[src/rtl/acc_column_sequencer.sv]
// acc_column_sequencer: DDR/DDC line strobes and column stepping for the column accumulator
module acc_column_sequencer #(
    parameter int SAMPLES  = 512,
    parameter int DIV      = 8,
    parameter int GAP      = 16,
    parameter int NUM_COLS = 256,
    parameter int COL_W    = 8,
    parameter int IT_W     = 6
) (
    input  logic             ClockFromGen,
    input  logic             Reset,
    input  logic             Start,
    input  logic             Stop,
    input  logic [IT_W-1:0]  IterCount,
    input  logic             OutReady,
    output logic [COL_W-1:0] Column,
    output logic             DDR,
    output logic             DDC,
    output logic             Busy,
    output logic [IT_W-1:0]  IterIdx,
    output logic             ColumnDone,
    output logic             ScanDone
);
    localparam int CMAX = (DIV > GAP) ? DIV : GAP;
    localparam int CW   = $clog2(CMAX);
    localparam int SW   = $clog2(SAMPLES + 1);

    typedef enum logic [2:0] {S_IDLE, S_LEAD, S_SAMP, S_TAIL, S_GAP, S_DRAIN} state_t;

    state_t           state, state_n;
    logic [CW-1:0]    cnt, cnt_n;
    logic [SW-1:0]    samp, samp_n;
    logic [IT_W-1:0]  it, it_n, iter_n;
    logic [COL_W-1:0] col_n;
    logic             cdone_n, sdone_n;

    // State, counters and outputs; strobes are registered from the next state so they align with it
    always_ff @(posedge ClockFromGen or posedge Reset) begin
        if (Reset) begin
            state      <= S_IDLE;
            cnt        <= '0;
            samp       <= '0;
            it         <= '0;
            Column     <= '0;
            IterIdx    <= '0;
            DDR        <= 1'b0;
            DDC        <= 1'b0;
            Busy       <= 1'b0;
            ColumnDone <= 1'b0;
            ScanDone   <= 1'b0;
        end else begin
            state      <= state_n;
            cnt        <= cnt_n;
            samp       <= samp_n;
            it         <= it_n;
            Column     <= col_n;
            IterIdx    <= iter_n;
            DDR        <= state_n inside {S_LEAD, S_SAMP, S_TAIL};
            DDC        <= (state_n == S_SAMP) && (cnt_n < CW'(DIV / 2));
            Busy       <= state_n != S_IDLE;
            ColumnDone <= cdone_n;
            ScanDone   <= sdone_n;
        end
    end

    // Line sequencing: LEAD, SAMPLES pulses, TAIL, GAP, then repeat, advance column or stop
    always_comb begin
        state_n = state;
        cnt_n   = cnt;
        samp_n  = samp;
        it_n    = it;
        col_n   = Column;
        iter_n  = IterIdx;
        cdone_n = 1'b0;
        sdone_n = 1'b0;
        case (state)
            S_IDLE: begin
                if (Start) begin
                    state_n = S_LEAD;
                    cnt_n   = '0;
                    col_n   = '0;
                    iter_n  = '0;
                    it_n    = (IterCount == '0) ? IT_W'(1) : IterCount;
                end
            end
            S_LEAD: begin
                if (cnt == CW'(DIV - 1)) begin
                    state_n = S_SAMP;
                    cnt_n   = '0;
                    samp_n  = '0;
                end else begin
                    cnt_n = cnt + 1'b1;
                end
            end
            S_SAMP: begin
                if (cnt == CW'(DIV / 2 - 1) && samp != SW'(SAMPLES))
                    samp_n = samp + 1'b1;
                if (cnt != CW'(DIV - 1)) begin
                    cnt_n = cnt + 1'b1;
                end else begin
                    cnt_n = '0;
                    if (samp == SW'(SAMPLES))
                        state_n = S_TAIL;
                end
            end
            S_TAIL: begin
                if (cnt == CW'(DIV - 1)) begin
                    state_n = S_GAP;
                    cnt_n   = '0;
                    iter_n  = (&IterIdx) ? IterIdx : IterIdx + 1'b1;
                end else begin
                    cnt_n = cnt + 1'b1;
                end
            end
            S_GAP: begin
                if (cnt != CW'(GAP - 1)) begin
                    cnt_n = cnt + 1'b1;
                end else begin
                    cnt_n = '0;
                    if (Stop) begin
                        state_n = S_IDLE;
                    end else if (IterIdx < it) begin
                        state_n = S_LEAD;
                    end else if (Column < COL_W'(NUM_COLS - 1)) begin
                        state_n = S_DRAIN;
                        col_n   = Column + 1'b1;
                        iter_n  = '0;
                        cdone_n = 1'b1;
                    end else begin
                        state_n = S_IDLE;
                        cdone_n = 1'b1;
                        sdone_n = 1'b1;
                    end
                end
            end
            S_DRAIN: begin
                if (Stop) begin
                    state_n = S_IDLE;
                end else if (OutReady) begin
                    state_n = S_LEAD;
                    cnt_n   = '0;
                end
            end
            default: state_n = S_IDLE;
        endcase
    end
endmodule

[config.mk]
export PLATFORM = sky130hd
export DESIGN_NAME = acc_column_sequencer
export DESIGN_NICKNAME = d
export VERILOG_FILES = /design/src/rtl/acc_column_sequencer.sv
export SDC_FILE = /design/constraint.sdc
export NUM_CORES = 1
export LEC_CHECK = 0
export CAP_MARGIN = 5
export CORE_ASPECT_RATIO = 0.7
export CORE_MARGIN = 4
export CORE_UTILIZATION = 35
export DETAILED_ROUTE_END_ITERATION = 6
export PLACE_DENSITY_LB_ADDON = 0.2
export SETUP_SLACK_MARGIN = 0.4
export SLEW_MARGIN = 20
export SYNTH_ARGS = -nofsm -noshare
export SYNTH_HDL_FRONTEND = slang
export SYNTH_SLANG_ARGS = --single-unit
export TNS_END_PERCENT = 5
[constraint.sdc]
create_clock -name ClockFromGen -period 2.4 [get_ports ClockFromGen]
set_clock_uncertainty 0.05 [all_clocks]
set_input_delay 0.72 -clock ClockFromGen [delete_from_list [all_inputs] [get_ports ClockFromGen]]
set_output_delay 0.72 -clock ClockFromGen [all_outputs]
set_load 0.02 [all_outputs]
=== Yosys cells after proc, flatten, opt, wreduce, memory -nomap -nowiden ===
Cells that the tools add are included.

* Reductions and logical operators: 15
* Multiplexer cells: 46
* Add/subtract/negate cells: 4
* Order comparisons: 3
* Equal/unequal tests: 23

{| class="wikitable"
|+ Operator list
! operator !! count
|-
| 2-to-1 mux 6 bit || 8
|-
| 2-to-1 mux 8 bit || 5
|-
| 2-to-1 mux 3 bit || 11
|-
| 2-to-1 mux 4 bit || 6
|-
| 2-to-1 mux 10 bit || 2
|-
| case mux 10 bit (2 select lines) || 1
|-
| case mux 4 bit (5 select lines) || 1
|-
| != test 2 bit, second input constant || 9
|-
| case mux 3 bit (6 select lines) || 1
|-
| case mux 6 bit (3 select lines) || 1
|-
| case mux 8 bit (2 select lines) || 1
|-
| equality test 3 x 2 -> 1 bit, second input constant || 4
|-
| AND reduction 6 bit || 2
|-
| adder 10 x 1 -> 10 bit, second input constant || 1
|-
| equality test 10 bit, second input constant || 1
|-
| != test 10 bit, second input constant || 1
|-
| 2-to-1 mux 1 bit || 9
|-
| nonzero test 3 bit || 3
|-
| adder 8 x 1 -> 8 bit, second input constant || 1
|-
| less-than comparator 8 bit, second input constant || 1
|-
| AND reduction 8 bit || 1
|-
| adder 6 x 1 -> 6 bit, second input constant || 1
|-
| equality test 3 x 1 -> 1 bit, second input constant || 2
|-
| equality test 3 bit, second input constant || 2
|-
| 14 further kinds || 16
|}

* Flip-flop bits (word level): 42
* Output and inout bits: 19
* Input bits: 11
* Logic and storage cells: 102

=== Longest topological paths before layout ===
* Depth in word-level cells: 8
* Mapped depth: 8
* Depth with buffers taken out: 8

=== Worst setup path after synthesis ===
Ideal clock, no wire load.

* Path kind: reg-to-reg
* From: reg IterIdx[5]
* To: reg Busy
* Required time: 2.219 ns
* Cell stages (with the launch flop): 7
* Arrival time: 1.896 ns
* Buffers on the path: 0
* Setup slack: 0.323 ns
* Setup time: 0.131 ns
* Period minus slack after synthesis: 2.077 ns
* Cell sequence: dfrtp_1 -> ha_1 -> a21oi_1 -> o221a_2 -> o31ai_1 -> a31o_2 -> or3_1

* Longest elaborated chain between the ends: 6

{| class="wikitable"
|+ Ends and longest elaborated chain
! element !! RTL line !! text
|-
| start, declared || 20 || <nowiki>output logic [IT_W-1:0] IterIdx,</nowiki>
|-
| start signal, assigned || 57 || <nowiki>IterIdx <= iter_n;</nowiki>
|-
| less-than comparator 6 bit || 122 || <nowiki>end else if (IterIdx < it) begin</nowiki>
|-
| 2-to-1 mux 3 bit || 122 ||
|-
| 2-to-1 mux 3 bit || 120 || <nowiki>if (Stop) begin</nowiki>
|-
| 2-to-1 mux 3 bit || 116 || <nowiki>if (cnt != CW'(GAP - 1)) begin</nowiki>
|-
| case mux 3 bit (6 select lines) || 76 || <nowiki>case (state)</nowiki>
|-
| named net state_n[2] || 30 || <nowiki>state_t state, state_n;</nowiki>
|-
| nonzero test 3 bit || 60 || <nowiki>Busy <= state_n != S_IDLE;</nowiki>
|-
| end signal, assigned || 48 || <nowiki>Busy <= 1'b0;</nowiki>
|-
| end signal, assigned || 60 ||
|-
| end, declared || 19 || <nowiki>output logic Busy,</nowiki>
|}

The timed path passes the listed nets, and every way through them passes these cells.
A chain may end at the register's enable or synchronous reset.

=== Final worst setup path ===
* From: reg IterIdx[5]
* To: reg IterIdx[0]

* Longest elaborated chain between the ends: 3
* Elaborated cells on any way between the ends: 5
* Classes of those cells: order compare: 1; eq/ne: 2; reduce/logical: 2

{| class="wikitable"
|+ Ends and longest elaborated chain
! element !! RTL line
|-
| less-than comparator 6 bit or AND reduction 6 bit (tied branches) || 122, 110
|-
| != test 2 bit (no line) || --
|-
| AND reduction 8 bit (no line) * || --
|}

Every way passes the cells marked *; elsewhere a longest branch is shown, timed or not.

==> results_dict.tcl <==
set metrics [dict create \
    final_cell_area_mm2 0.003159 \
    worst_slack_ns 0.2314 \
    max_stage_delay_ns 0.47 \
    firstDrtPassIters 5 \
    worstPathRequired_ns 2.54 \
    fin_crit_sh 0.9036 \
    cp_cell_sequence "ha_4, nand4_1, buf_4, o221a_4, o21ai_2, o211ai_1, a22o_1" \
    vias 2065 \
    synth_edf_count 0 \
    htree_levels 2 \
    gp_congestion 0.8225 \
    syn_area_per_cell_um2 9.187 \
    port_buffers 29 \
    routed_via_density 5.111 \
    grt_overflow 0 \
    leakage_nw 1.394 \
    grt_max_degree 43 \
    clk_pin_slew_ns 0.09 \
    rows 24 \
    worst_ep_arrival_time_ns 2.31 \
    cts_tree "yes" \
    drtIter0Drc 116 \
    synthArstFlopShare 1.000 \
    synthToLayoutAreaGrowth_pct 33.81 \
    ctsHoldBuffers 0 \
    core_area_mm2 0.006396 \
    cts_buffer_depth 2 \
    synth.most_common_cell "dfrtp_1" \
    clk_latency_ns 0.30 \
    final_layout_size_suffix_gt1_frac 0.2173 \
    worst-setup-path-type "flip-flop to flip-flop" \
    cts_inserted_buffers 5 \
    hp-class "flip-flop to flip-flop" \
    max_freq_ghz 0.4611 \
    synthFlopType "dfrtp_1" \
    preCtsSetupSlack_ns -0.1671 \
    hpwl_mm 4.215 \
    final_util 0.4939 \
    synthCells 257 \
    tightest_slew_ns 0.3673 \
    switchingPower_mw 1.147 \
    ant_nets 0 \
    path_max_fanout 5 \
    post-route-min-period_ns 2.169 \
    pwr-share-clk 0.175 \
    power-per-cell-area_mw_per_mm2 897.4 \
    status "finished, final reports clean" \
    routed_wl_mm 5.732 \
    grt_pass1_wl_mm 9.418 \
    cts_sinks 42 \
    switching_share 0.4046 \
    setup_violations 0 \
    rsz0062_at_grt "yes" \
    cp-start-kind "flip-flop" \
    post_synth_num_cell_types 46 \
    slew_viol_final 0 \
    tns_ns 0 \
    synth_area_leaders "dfrtp_1, ha_1, nand2_1" \
    grt_antenna_before_repair 0 \
    ir_drop_v 0.0004586 \
    syn-num-nets 278 \
    dieHeight_um 76.72 \
    wl_per_cell_um 14.19 \
    synth.largest_area_cell "dfrtp_1" \
    drc_errors 0 \
    hold_viol 0 \
    initial_core_util 0.3691 \
    dp_cells 388 \
    power_frac_seq 0.348 \
    die_w_um 106.2 \
    synth_commonest_cells "dfrtp_1, nand2_1, nor2_1" \
    ys_warn_count 0 \
    clockRootBuffer "clkbuf_8" \
    comb_power_share 0.477 \
    grt_pass1_vias 1853 \
    drv_cap 0 \
    nets 333 \
    relSlewSlack 0.7542 \
    synth-seq-area-share 0.4452 \
    synth_top_area_share 0.4452 \
    layout.cells.non_filler 404 \
    synth.cell_area_mm2 0.002361 \
    grt_usage 0.1405 \
    p_int_mw 1.688 \
    dieArea_mm2 0.008144 \
    cp_slowest_cell "dfrtp_2" \
    synth_seq_cells 42 \
    worst_setup_path_end_kind "flip-flop" \
    diodes 0 \
    ios 30 \
    placed_cell_area_mm2 0.002890 \
]
==> final timing paths <==
path / from / end / slack (ns) / cells after the start
setup reg to reg: IterIdx[5] / IterIdx[0] / 0.23 / 7
min in group asynchronous: Reset / IterIdx[5] / 0.73 / 3
setup / recovery: IterIdx[5] / IterIdx[0] / 0.23 / 7
hold reg to reg: it[0] / it[0] / 0.45 / 2
max in group asynchronous: Reset / state[2] / 1.34 / 3
hold / removal: it[0] / it[0] / 0.45 / 2
==> power by group through the flow <==
| stage | Combinational (mW) | Sequential, mW | Clock (mW) |
|---|---|---|---|
| finish | 1.35 | 0.987 | 0.497 |
| global route | 1.49 | 1.01 | 0.535 |
| CTS | 1.20 | 0.981 | 0.504 |
| detailed placement | 1.10 | 0.995 | 0 |
| global placement | 1.09 | 0.993 | 0 |
| floorplan | 0.714 | 1.00 | 0 |
==> cell type report <==
cell class,instances,area [µm²]
clock inverters,2,12.51
fillers,600,3237
well taps,91,113.9
inverters,14,52.55
repair buffers,54,494.2
clock buffers,6,82.58
flip-flops and latches,42,1059
multi-input cells,195,1345
==> sequential cells by signal, indices dropped and copies added (netlist names) <==
register    flops
Busy            1
Column          8
ColumnDone      1
DDC             1
DDR             1
IterIdx         6
ScanDone        1
cnt             4
it              6
samp           10
state           3
==> cell usage in the layout (no fill, tap or decap), drive strengths merged, types with 2 or more instances in the layout <==
cell           instances
dfrtp                 42
nand2                 30
clkdlybuf4s50         26
buf                   25
nor2                  24
o21ai                 23
a21oi                 21
inv                   14
nand3                 11
ha                    10
xor2                   8
nand4                  7
or3                    7
clkbuf                 6
nor3                   6
nand2b                 5
nor4                   4
a41oi                  4
a21o                   3
o211ai                 3
and3                   3
o31ai                  3
or4                    3
nor2b                  3
a22o                   2
dlymetal6s2s           2
nor3b                  2
==> critical path: cells and delay by family (launching register included) <==
kind	cells	cell delay, ns
AO/OA/AOI/OAI	4	0.87
flip-flops	1	0.47
adder cells (fa/ha/maj)	1	0.30
buffers and inverters	1	0.20
AND/OR/NAND/NOR	1	0.18
==> per-layer routing <==
metal | part of all wire | GRT usage
met1 | 0.52 | 0.2319
met2 | 0.41 | 0.1858
met3 | 0.070 | 0.03104
met4 | 0.0033 | 0.01940
met5 | 0 | 0
==> per-stage QoR <==
| stage | total power [mW] | hold slack, ns |
|---|---|---|
| 2_1_floorplan | 1.715 | 0.4003 |
| 3_3_place_gp | 2.079 | 0.4252 |
| 3_5_place_dp | 2.097 | 0.4362 |
| 4_1_cts | 2.685 | 0.4563 |
| 5_1_grt | 3.036 | 0.4690 |
| 6_report | 2.835 | 0.4513 |
==> timing repair <==
action                                  4_1_cts  5_1_grt
pin swaps                                     6        9
endpoints found under the hold margin         0        0
gates resized for setup                      11       15
endpoints found under the setup margin       39       49
setup buffers                                 0        8
==> kinds of logic after synthesis <==
logic type / share of synthesized area
buffers and inverters: 0.03922
AND/OR/NAND/NOR: 0.2417
AO/OA/AOI/OAI: 0.1876
XOR/XNOR: 0.03339
flip-flops: 0.4452
adder cells (fa/ha/maj): 0.05299
(Power assumes the default switching activity.)
